$ cat config.mk
export PLATFORM = sky130hd
export DESIGN_NAME = instr_sequencer
export DESIGN_NICKNAME = d
export VERILOG_FILES = /design/src/rtl/instr_sequencer.sv
export SDC_FILE = /design/constraint.sdc
export NUM_CORES = 1
export LEC_CHECK = 0
export ABC_AREA = 1
export BUFFER_PORTS_ARGS = -buffer_cell sky130_fd_sc_hd__buf_2
export CAP_MARGIN = 20
export CORE_ASPECT_RATIO = 2
export CORE_UTILIZATION = 46
export DETAILED_ROUTE_END_ITERATION = 12
export PLACE_DENSITY = 0.79
export SYNTH_ARGS = -nofsm -noshare
export SYNTH_HDL_FRONTEND = slang
export SYNTH_SLANG_ARGS = --single-unit
$ cat constraint.sdc
create_clock -name clk -period 1.6 [get_ports clk]
set_input_delay 0.32 -clock clk [delete_from_list [all_inputs] [get_ports clk]]
set_output_delay 0.32 -clock clk [all_outputs]
set_load 0.01 [all_outputs]
$ cat src/rtl/instr_sequencer.sv
// Multi-cycle control sequencer for the 8-bit Harvard core: fetch, decode, exec/mem/writeback.
// Latency (zero-wait memories, fetch through last writeback): LDI/ST 3, MOV/UNA/ALU/LD 4, DUAL 5.
// Stalls in FETCH until imem_valid and in MEM until dmem_ready; HALT stops until reset.
`timescale 1ns/1ps
module instr_sequencer #(
  parameter int              PC_W   = 8,
  parameter logic [PC_W-1:0] RST_PC = '0
) (
  input  logic            clk,
  input  logic            rst_n,
  input  logic [31:0]     imem_data,
  input  logic            imem_valid,
  input  logic            dmem_ready,
  output logic [PC_W-1:0] pc,
  output logic            imem_req,
  output logic [31:0]     ir,
  output logic            alu_en,
  output logic            dmem_re,
  output logic            dmem_we,
  output logic            rf_we,
  output logic [1:0]      rf_wsel,
  output logic            rf_dsel,
  output logic            halted,
  output logic            illegal
);

  typedef enum logic [2:0] {
    S_FETCH, S_DECODE, S_EXEC, S_MEM, S_WB, S_WB2, S_HALT
  } state_t;

  state_t          state_q;
  logic [PC_W-1:0] pc_q;
  logic [PC_W-1:0] pc_d;
  logic [31:0]     ir_q;
  logic            illegal_q;
  logic [5:0]      opcode;

  // Opcode classes; these only matter once ir_q holds the instruction in flight.
  logic is_ldi, is_mov, is_ld, is_st, is_exec, is_dual, is_halt;

  assign opcode = ir_q[31:26];
  assign pc_d   = pc_q + PC_W'(1);

  // Classify the latched opcode into its sequencing class.
  always_comb begin
    is_ldi  = (opcode == 6'b000000);
    is_mov  = (opcode == 6'b000001);
    is_ld   = (opcode == 6'b000010);
    is_st   = (opcode == 6'b000011);
    // MOV plus the contiguous 000100..001111 block (ALU, UNA and DUAL) all need an ALU cycle.
    is_exec = is_mov || ((opcode >= 6'b000100) && (opcode <= 6'b001111));
    is_dual = (opcode == 6'b000111) || (opcode == 6'b001000);
    is_halt = (opcode == 6'b111111);
  end

  // Sequencer state, PC, instruction register and sticky illegal flag.
  always_ff @(posedge clk) begin
    if (!rst_n) begin
      state_q   <= S_FETCH;
      pc_q      <= RST_PC;
      ir_q      <= '0;
      illegal_q <= 1'b0;
    end else begin
      case (state_q)
        S_FETCH: begin
          if (imem_valid) begin
            ir_q    <= imem_data;
            pc_q    <= pc_d;
            state_q <= S_DECODE;
          end
        end
        S_DECODE: begin
          if (is_ldi)               state_q <= S_WB;
          else if (is_exec)         state_q <= S_EXEC;
          else if (is_ld || is_st)  state_q <= S_MEM;
          else if (is_halt)         state_q <= S_HALT;
          else begin
            state_q   <= S_HALT;
            illegal_q <= 1'b1;
          end
        end
        S_EXEC:  state_q <= S_WB;
        S_MEM: begin
          if (dmem_ready) state_q <= is_ld ? S_WB : S_FETCH;
        end
        S_WB:    state_q <= is_dual ? S_WB2 : S_FETCH;
        S_WB2:   state_q <= S_FETCH;
        S_HALT:  state_q <= S_HALT;
        default: state_q <= S_FETCH;
      endcase
    end
  end

  // Moore strobes: a function of the current state and latched opcode only.
  always_comb begin
    imem_req = (state_q == S_FETCH);
    alu_en   = (state_q == S_EXEC);
    dmem_re  = (state_q == S_MEM) && is_ld;
    dmem_we  = (state_q == S_MEM) && is_st;
    rf_we    = (state_q == S_WB) || (state_q == S_WB2);
    rf_dsel  = (state_q == S_WB2);
    halted   = (state_q == S_HALT);
    rf_wsel  = 2'd0;
    if (state_q == S_WB) begin
      if (is_ldi)      rf_wsel = 2'd0;
      else if (is_mov) rf_wsel = 2'd1;
      else if (is_ld)  rf_wsel = 2'd2;
      else             rf_wsel = 2'd3;
    end else if (state_q == S_WB2) begin
      rf_wsel = 2'd3;
    end
  end

  assign pc      = pc_q;
  assign ir      = ir_q;
  assign illegal = illegal_q;

endmodule
==> run metrics <==
# H-tree levels 2; design area 0.002589 mm^2; Critical Path Start Type flop; total CTS buffers 5; Root Driver clkbuf_8; Die Wd 46.96 um; static leakage 1.329 nW; CP arrival 1.30 ns; TritonCTS clock tree yes; starting DRC count in detailed routing 39; P_sw ~0.0016 W; Post-CTS Hold Fix Bufs 0; syn nets 297; register area share after synthesis a little under half; Layout Cells excl Fill 401; core area 0.003844 mm^2; minimum period implied by the final worst setup slack 1.620 ns; Final GP Congestion roughly 0.75; WL per Instance around 12 um; dpl hpwl 3.393 mm; placed cells about 400; Reg power frac 38.6%; layout cells sized above 1 between 30% and 40%; Hold Crit Endpoint ir[10]; worst flop-to-flop path endpoint pc[4]; Max FO, Critical Path 6; Slew Viols, Final 0; clock-pin slew on the worst setup and hold paths approximately 0.08 ns; RSZ-0062 raised after global routing yes; Peak VDD IR 1.216 mV; vias 1977; area grow syn2layout 39.23%; WHS 0.2488 ns; Longest Clk Path Bufs 2; Peak Freq 617.3 MHz; Yosys reg bits 44; die area approximately 0.0043 mm^2; Worst Path Required 1.28 ns; die height 91.91 um; Yosys cell types 21; clock group share of total power 21.5%; number of I/O pins 86; cell area after placement around 0.0023 mm^2; nets between 300 and 400; pin count of the biggest net entering global routing 36; GRT Total Usage 23.27%; R2R Setup Slk around 0.21 ns; final setup fails 2; Yosys Warn Count 0; initial core utilization 48.37%; Slew HR between 70% and 80%; syn avg cell area approximately 7.2 um^2; Net Sw Frac 38.47%; Int Pwr approximately 0.0026 W; Mapped Cells 260; first-pass GRT wire length between 7 and 8 mm; drt pass-1 iters 4; hold_sp imem_data[10]; vias per inst 4.930; power per cell area 1640 mW/mm^2; total power 0.004245 W; number of cells on the worst reg-to-reg path 7; Routed Antenna Nets 0; Antenna Cells 0; Hold Path Depth 3; num rows 32; clock sink count 44; clk_lat worst skew 0.29 ns; worst setup margin -0.01989 ns; share of power burned in combinational logic around 40%; Worst Clk Skew between 0.002 and 0.003 ns; most frequent cells in the layout buf_2, nor2_1, o21ai_0, dfxtp_1, nand2_1; I/O Buffers 85; via count of the first global-routing pass around 1800; # DRC 0; crit path capture type primary output; Setup Total Neg Slack -0.03003 ns; area of the mapped netlist 0.001859 mm^2; failing checks setup timing; max_cap viols 0; endpoints failing hold 0; Congestion Overflow GR 0; Slew @ Worst Pin 0.4448 ns; final WL 4.815 mm; Hold Path Class primary input to flop; most common cell after layout, fill and taps aside buf_2; initial antenna violation count 0; final worst path period share 101.2%; r2r startpoint state_q[1]; status finished, violations left; critical path type flop to primary output
## cell type report
| cell class | instances | area [um^2] |
|---|---|---|
| Inverter | 25 | 101.3 |
| Fill cell | 350 | 1255 |
| Clock buffer | 7 | 96.34 |
| Timing Repair Buffer | 93 | 501.7 |
| Multi-Input combinational cell | 180 | 892.1 |
| Clock inverter | 1 | 30.03 |
| Sequential cell | 44 | 903.4 |
| Tap cell | 51 | 63.81 |
## what timing repair did
action                                 in CTS  in global routing
pin swaps                                   3                  2
buffers inserted                            1                  1
setup endpoints to repair                   5                  6
endpoints found under the hold margin       0                  0
gates resized for setup                    24                 14
## cells by family (layout without fill, tap and decap cells)
kind of cell | count (synthesis) | after routing | share of synthesized area (%)
AOI/OAI and AO/OA | 54 | 54 | 14.94
adders and majority gates | 1 | 1 | 0.6728
buffers and inverters | 36 | 126 | 8.411
and+or+nand+nor | 125 | 125 | 28.60
DFF | 44 | 44 | 47.38
## cell usage after synthesis, drive strengths merged
cell type	instances	share of area [%]
nand3	4	1.1
nand4	5	1.7
o21ai	39	10
nor4	1	0.34
ha	1	0.67
o31ai	1	0.40
nand2	29	6.3
nor3	5	1.3
o211ai	2	0.81
clkbuf	4	0.81
dfxtp	44	47
nor2	81	18
a21oi	12	3.2
inv	25	5.0
buf	7	2.6
## worst max-delay path, stage by stage (launching register included)
cell and delay (ns):
dfxtp_1 0.33, nor2_2 0.17, nand2_4 0.11, nor2_1 0.19, o31ai_2 0.07, buf_2 0.14
## stage by stage
step / utilization [%] / worst slack (ns)
3_3_place_gp: 60.97 / 0.1935
6_report: 67.35 / -0.01989
3_5_place_dp: 60.97 / 0.1557
4_1_cts: 65.95 / -0.003476
5_1_grt: 67.35 / -0.1002
2_1_floorplan: - / 0.1391
## worst max path at each step
stage               start    endpoint  slack [ns]  depth (start not counted)
6_report           ir[28]  rf_wsel[0]       -0.02                          5
5_1_grt        state_q[1]     dmem_re       -0.10                          5
4_1_cts        state_q[1]     dmem_re      -0.003                          5
3_5_place_dp   state_q[1]       pc[4]        0.16                          7
3_3_place_gp   state_q[2]  rf_wsel[0]        0.19                          5
2_1_floorplan  state_q[0]     dmem_re        0.14                          4
## state kept, by name, indices dropped and copies added (netlist names)
| signal | count |
|---|---|
| state_q | 3 |
| pc | 8 |
| ir | 32 |
| illegal | 1 |
## routing by layer
metal | routed length [um] | global-route usage [%]
met1 | 1765 | 23.40
met5 | 0 | 0
met3 | 244 | 4.331
met2 | 2738 | 43.52
met4 | 67 | 7.857
## power groups by stage
stage / Sequential [W] / Combinational, W / Clock, W
after floorplan: 0.00171 / 0.000881 / 0
after global placement: 0.00159 / 0.00153 / 0
after detailed placement: 0.00160 / 0.00156 / 0
after CTS: 0.00162 / 0.00163 / 0.000933
after global routing: 0.00167 / 0.00189 / 0.000970
final: 0.00164 / 0.00169 / 0.000911
(Power assumes the default switching activity.)
